## src/rtl/alu_seq_if.sv

```systemverilog
// alu_seq_if: request/response handshake bundle between the control path and alu_seq.
`ifndef WORD_SIZE
`define WORD_SIZE 8
`endif

interface alu_seq_if #(
    parameter int WIDTH = `WORD_SIZE
);
    logic             req_valid;
    logic             req_ready;
    logic [2:0]       req_op;
    logic [WIDTH-1:0] req_data;
    logic             rsp_valid;
    logic             rsp_ready;
    logic [WIDTH-1:0] rsp_data;
    logic             rsp_ovf;

    modport master (
        output req_valid, req_op, req_data, rsp_ready,
        input  req_ready, rsp_valid, rsp_data, rsp_ovf
    );

    modport slave (
        input  req_valid, req_op, req_data, rsp_ready,
        output req_ready, rsp_valid, rsp_data, rsp_ovf
    );
endinterface

```

## src/rtl/alu_seq.sv

```systemverilog
// alu_seq: sequences accumulator ops through an external combinational ALU,
// with valid/ready request and response handshakes and sticky status flags.
`ifndef WORD_SIZE
`define WORD_SIZE 8
`endif

module alu_seq #(
    parameter int WIDTH = `WORD_SIZE
) (
    input  logic             clk,
    input  logic             rst,
    alu_seq_if.slave         bus,
    output logic [WIDTH-1:0] alu_a,
    output logic [WIDTH-1:0] alu_b,
    output logic             alu_mode,
    input  logic [WIDTH-1:0] alu_c,
    input  logic             alu_ovf,
    output logic [WIDTH-1:0] acc,
    output logic             flag_z,
    output logic             flag_n,
    output logic             flag_v
);
    localparam logic [2:0] OP_LOAD = 3'd0;
    localparam logic [2:0] OP_ADD  = 3'd1;
    localparam logic [2:0] OP_SUB  = 3'd2;
    localparam logic [2:0] OP_CLRF = 3'd4;

    typedef enum logic [1:0] {IDLE, EXEC, RESP} state_t;

    state_t state, state_n;
    logic   ovf;
    logic   accept;
    logic   arith;

    assign accept = (state == IDLE) && bus.req_valid;
    assign arith  = (bus.req_op == OP_ADD) || (bus.req_op == OP_SUB);

    always_comb begin
        state_n = state;
        case (state)
            IDLE:    state_n = bus.req_valid ? (arith ? EXEC : RESP) : IDLE;
            EXEC:    state_n = RESP;
            RESP:    state_n = bus.rsp_ready ? IDLE : RESP;
            default: state_n = IDLE;
        endcase
    end

    // alu_a is a registered mirror of acc, written on the same edges as acc
    always_ff @(posedge clk or posedge rst) begin
        if (rst) begin
            state    <= IDLE;
            acc      <= '0;
            alu_a    <= '0;
            alu_b    <= '0;
            alu_mode <= 1'b0;
            ovf      <= 1'b0;
            flag_v   <= 1'b0;
        end else begin
            state <= state_n;
            if (accept) begin
                if (arith) begin
                    alu_b    <= bus.req_data;
                    alu_mode <= (bus.req_op == OP_SUB);
                end else begin
                    ovf <= 1'b0;
                    if (bus.req_op == OP_LOAD) begin
                        acc   <= bus.req_data;
                        alu_a <= bus.req_data;
                    end
                    if (bus.req_op == OP_CLRF)
                        flag_v <= 1'b0;
                end
            end
            if (state == EXEC) begin
                acc    <= alu_c;
                alu_a  <= alu_c;
                ovf    <= alu_ovf;
                flag_v <= flag_v | alu_ovf;
            end
        end
    end

    assign bus.req_ready = (state == IDLE);
    assign bus.rsp_valid = (state == RESP);
    assign bus.rsp_data  = acc;
    assign bus.rsp_ovf   = ovf;
    assign flag_z        = (acc == '0);
    assign flag_n        = acc[WIDTH-1];
endmodule

```

## src/flat_wrapper.sv

```systemverilog
// flat-port wrapper written by rule: the top's interface ports become plain ports
module alu_seq_flat 
#(
    parameter int WIDTH = `WORD_SIZE
)
  (clk, rst, alu_a, alu_b, alu_mode, alu_c, alu_ovf, acc, flag_z, flag_n, flag_v, bus_req_valid, bus_req_op, bus_req_data, bus_rsp_ready, bus_req_ready, bus_rsp_valid, bus_rsp_data, bus_rsp_ovf);
  alu_seq_if #(.WIDTH(WIDTH)) bus_i ();
  input  logic clk;
  input  logic rst;
  output logic [WIDTH-1:0] alu_a;
  output logic [WIDTH-1:0] alu_b;
  output logic alu_mode;
  input  logic [WIDTH-1:0] alu_c;
  input  logic alu_ovf;
  output logic [WIDTH-1:0] acc;
  output logic flag_z;
  output logic flag_n;
  output logic flag_v;
  input wire logic [$bits(bus_i.req_valid)-1:0] bus_req_valid;
  input wire logic [$bits(bus_i.req_op)-1:0] bus_req_op;
  input wire logic [$bits(bus_i.req_data)-1:0] bus_req_data;
  input wire logic [$bits(bus_i.rsp_ready)-1:0] bus_rsp_ready;
  output wire logic [$bits(bus_i.req_ready)-1:0] bus_req_ready;
  output wire logic [$bits(bus_i.rsp_valid)-1:0] bus_rsp_valid;
  output wire logic [$bits(bus_i.rsp_data)-1:0] bus_rsp_data;
  output wire logic [$bits(bus_i.rsp_ovf)-1:0] bus_rsp_ovf;
  assign bus_i.req_valid = bus_req_valid;
  assign bus_i.req_op = bus_req_op;
  assign bus_i.req_data = bus_req_data;
  assign bus_i.rsp_ready = bus_rsp_ready;
  assign bus_req_ready = bus_i.req_ready;
  assign bus_rsp_valid = bus_i.rsp_valid;
  assign bus_rsp_data = bus_i.rsp_data;
  assign bus_rsp_ovf = bus_i.rsp_ovf;
  alu_seq #(.WIDTH(WIDTH)) u_core (.clk(clk), .rst(rst), .bus(bus_i), .alu_a(alu_a), .alu_b(alu_b), .alu_mode(alu_mode), .alu_c(alu_c), .alu_ovf(alu_ovf), .acc(acc), .flag_z(flag_z), .flag_n(flag_n), .flag_v(flag_v));
endmodule
```

## config.mk

```make
export PLATFORM = sky130hd
export DESIGN_NAME = alu_seq_flat
export DESIGN_NICKNAME = d
export VERILOG_FILES = /design/src/rtl/alu_seq_if.sv /design/src/rtl/alu_seq.sv /design/src/flat_wrapper.sv
export SDC_FILE = /design/constraint.sdc
export NUM_CORES = 1
export LEC_CHECK = 0
export CORE_MARGIN = 1
export CORE_UTILIZATION = 40
export CTS_BUF_LIST = sky130_fd_sc_hd__clkbuf_4
export DETAILED_ROUTE_END_ITERATION = 6
export PLACE_DENSITY = 0.82
export SETUP_SLACK_MARGIN = 0.2
export SYNTH_ARGS = -nofsm -noshare
export SYNTH_HDL_FRONTEND = slang
export SYNTH_SLANG_ARGS = --single-unit
```

## constraint.sdc

```tcl
create_clock -name clk -period 1.6 [get_ports clk]
set_input_delay 0.16 -clock clk [delete_from_list [all_inputs] [get_ports clk]]
set_output_delay 0.16 -clock clk [all_outputs]
set_load 0.02 [all_outputs]
```

; Yosys cells after proc, flatten, opt, wreduce, memory -nomap -nowiden
; Cells that the tools add are included.
[totals]
register_bits = 21
latch_bits = 0
mem_bits_rw = 0
rom_bits = 0
inputBits = 24
mem_count = 0
[op_classes]
addsub = 0
n_mul = 0
n_div = 0
n_lt_le_gt_ge = 0
n_eq_ne = 6
n_shift = 0
mux = 15
bitwise_logic = 1
n_reduce_logical = 12
[op_table]
columns = cell, n
row1 = 8-bit two-way mux, 4
row2 = 8-bit logical NOT, 1
row3 = 1-bit two-way mux, 7
row4 = 2-bit two-way mux, 3
row5 = 2-bit case mux with 3 select lines, 1
row6 = 3-bit AND reduction, 2
row7 = 2-bit nonzero test, 3
row8 = 2-bit AND reduction, 2
row9 = "3-bit by 1-bit == test with 1-bit output, second input constant", 1
row10 = "3-bit by 2-bit == test with 1-bit output, second input constant", 1
row11 = "3-bit == test, second input constant", 1
row12 = 3-bit logical NOT, 1
row13 = "2-bit by 1-bit == test with 1-bit output, second input constant", 1
row14 = "2-bit == test, second input constant", 1
row15 = 2-bit logical NOT, 1
row16 = "2-bit inequality test, second input constant", 1
row17 = 1-bit logical AND, 1
row18 = 1-bit logical OR, 1
row19 = 1-bit bitwise OR, 1

; Longest topological paths before layout
[logic_depth]
ltp_word = 5
depth_mapped = 4
depth_no_buf = 3

; Worst setup path after synthesis
; OpenSTA, ideal clock, no wires.
[synth_timing]
path_kind = register to output
from = register u_core.acc[5]
to = output port flag_z
arrival_time_ps = 1312
required_ps = 1440
setup_slack_ps = 128
stages_incl_launch_ff = 3
n_path_buf = 0
path_cell_list = dfrtp_1 -> or4_1 -> nor2_1
[synth_between]
elab_chain_cells = 1
[synth_lines]
columns = element, line
row1 = start: declaration, alu_seq.sv:18  ; output logic [WIDTH-1:0] acc,
row2 = start signal: assignment, alu_seq.sv:67  ; acc <= bus.req_data;
row3 = start signal: assignment, alu_seq.sv:75  ; acc <= alu_c;
row4 = 8-bit logical NOT, alu_seq.sv:87  ; assign flag_z = (acc == '0);
row5 = end: declaration, flat_wrapper.sv:16  ; output logic flag_z;
; No other way between the ends.

; Worst setup path in the final report
[layout_timing]
from = register u_core.acc[6]
to = output port flag_z
; Same word-level chain as after synthesis.

==> flow_summary.json <==
{
  "outcome": "finished, violations left",
  "violations": "negative setup slack",
  "synth-async-reset-ratio_pct": 100,
  "n_fill_cell": 204,
  "dpl.hpwl_mm": 2.44,
  "grt_max_degree": 22,
  "endpoint_kind": "output pin",
  "grt_pass1_vias": 1097,
  "skew_ns": 0.0105,
  "finalCritPeriodShare_pct": 102,
  "io_pins": 63,
  "ant_nets": 0,
  "htreeDepth": 1,
  "relSlewSlack_pct": 78.4,
  "diodes": 0,
  "port_buffers": 62,
  "post-place-ws_ns": -0.239,
  "synth_top_area_share_pct": 45.6,
  "fmax_ghz": 0.615,
  "worstSetupStartpointType": "flop",
  "clk_latency_ns": 0.32,
  "syn_area_per_cell_um2": 10.9,
  "worst_slew_pin_slew_ns": 0.319,
  "synth-seq-cells": 21,
  "drt_iter0_drc": 19,
  "cts_buffers": 3,
  "cts_sinks": 21,
  "cts_tree": "built",
  "ys_warn_count": 0,
  "maxCapViolations": 0,
  "drc": 0,
  "maxSlewViolCount": 0,
  "hp-class": "input port to async pin",
  "finalSetupViolations": 1,
  "fp.dieArea_um2": 3100,
  "netlist_instances": 106,
  "fin_ws_ns": -0.0250,
  "synth_top_area_cell": "dfrtp_1",
  "drtPass1Iterations": 4,
  "die_w_um": 55.7,
  "ir_drop_v": 0.00125,
  "root_buffer": "clkbuf_4",
  "row_count": 19,
  "postCtsHoldBufs": 0,
  "synth.area.top_cells": "dfrtp_1, buf_4, mux2_2",
  "coreArea_um2": 2730,
  "hold_viol": 0,
  "die_height_um": 55.7,
  "track_usage_pct": 21.8,
  "yosys.cell_types.count": 28,
  "grt_pass1_wl_mm": 5.26,
  "grt_antenna_before_repair": 0,
  "fin_crit_ns": 1.63,
  "required_ns": 1.44,
  "routed_via_density": 5.44,
  "overflow": 0,
  "synth_edf_count": 0,
  "yosysSeqAreaShare_pct": 45.6,
  "areaGrowthSynthToFinish_pct": 64.8,
  "crit_type": "flop to output pin",
  "synth_area_um2": 1150,
  "rsz0062_at_grt": "yes",
  "syn-num-nets": 130,
  "path_clk_slew_ns": 0.13,
  "nNetsFinal": 196,
  "p_leak_nw": 0.870,
  "initial_core_util_pct": 42.2,
  "wirelength_mm": 3.48,
  "critPathArrivalTime_ns": 1.47,
  "cp_max_fo": 2,
  "synth_ff_type": "dfrtp_1",
  "fin_tns_setup_ns": -0.0250,
  "gp_congestion": 0.824,
  "cts_buffer_depth": 2,
  "powerDensity_nw_per_um2": 1510,
  "drive_gt1_share_pct": 33.3,
  "dr_total_vias": 1098,
  "wire_per_inst_um": 17.2
}
[power breakdown]
part           leakage [nW]  switching, W  internal (W)
Clock                0.0139      0.000183     0.0000956
Combinational         0.619      0.000917      0.000824
Sequential            0.237      0.000128      0.000716
[sequential cells by signal, summed over array words and instances, names as in the netlist]
register and flops:
u_core.acc 8, u_core.alu_mode 1, u_core.bus.rsp_ovf 1, u_core.state 2
u_core.flag_v 1, u_core.alu_b 8
[routing by layer]
metal | wire length (um) | global-route usage, % | vias to the layer above
li1 | - | - | 500
met3 | 221 | 6.28 | 4
met5 | 0 | 0 | -
met1 | 1450 | 27.1 | 545
met4 | 46 | 5.00 | 0
met2 | 1770 | 37.3 | 49
[synthesized netlist by cell type, types with 2 or more instances]
cell	instances
a21boi_0	2
a22oi_1	8
buf_2	2
buf_4	17
dfrtp_1	21
inv_1	7
mux2_2	8
nand3_1	12
nor2_1	3
nor2b_1	2
o311ai_0	4
or3b_2	4
[per-stage QoR]
step	util (%)	area, um^2	power, W	instances	hold WS (ns)
6_report	69.5	1900	0.00286	202	0.158
5_1_grt	69.5	1900	0.00301	202	0.184
4_1_cts	66.3	1810	0.00270	199	0.162
3_5_place_dp	65.6	1790	0.00266	193	0.489
3_3_place_gp	65.6	1790	0.00260	193	0.489
2_1_floorplan	-	1160	0.00188	106	0.136
[cells in the final DEF (no fill, tap or decap)]
cell / count
nand3_2: 4
nor2_4: 2
buf_4: 20
nor2b_4: 1
dfrtp_2: 3
nor4b_1: 1
a21boi_0: 1
clkdlybuf4s15_1: 6
nor2b_1: 1
clkbuf_2: 3
buf_6: 2
o22a_1: 1
a211o_1: 1
clkdlybuf4s50_1: 23
a22o_1: 1
nor2_1: 2
or4_4: 1
clkbuf_4: 3
a21boi_2: 1
mux2_4: 8
nand4_1: 1
nor4b_2: 1
dlygate4sd2_1: 27
inv_1: 7
clkinvlp_4: 1
or3b_4: 4
nand3_1: 8
a22oi_1: 8
nor4b_4: 1
o311ai_0: 4
nand2_4: 1
nand2b_1: 1
a221o_1: 1
buf_12: 1
o21ai_0: 1
xor2_1: 1
dfrtp_1: 18
[worst max-delay path, cell delays in order (launching register included)]
cell     delay, ns
dfrtp_1       0.40
or4_4         0.54
nor2_4        0.09
buf_6         0.12
[timing repair]
item | in CTS | in global routing
buffers inserted | 2 | 3
setup endpoints to repair | 58 | 22
pin swaps | 2 | 4
gates resized for setup | 56 | 34
[worst paths after layout]
check,depth (start not counted),from,slack [ns],to
max,3,u_core.acc[6],-0.03,flag_z
min,3,rst,0.16,u_core.alu_b[4]
max reg2reg,3,u_core.state[1],0.10,u_core.alu_b[6]
min reg2reg,1,u_core.bus.rsp_ovf,0.52,u_core.bus.rsp_ovf
max in group asynchronous,3,rst,1.19,u_core.acc[5]
min in group clk,2,bus_rsp_ready,0.39,u_core.state[1]
[cell families after synthesis]
group | share of synthesized area [%]
AO/OA/AOI/OAI | 13.1
XOR/XNOR | 0.759
AND/OR/NAND/NOR | 17.2
buffers and inverters | 15.5
flip-flops | 45.6
multiplexers | 7.81
[cell type report]
class / instances / area, um^2 / area share, %
timing repair buffer: 82 / 734 / 38.6
multi-input combinational: 57 / 542 / 28.5
sequential: 21 / 529 / 27.8
tap: 31 / 38.8 / 2.04
inverter: 7 / 26.3 / 1.38
clock buffer: 3 / 22.5 / 1.18
clock inverter: 1 / 7.51 / 0.395
Note: power is estimated with default switching activity, not from simulation.
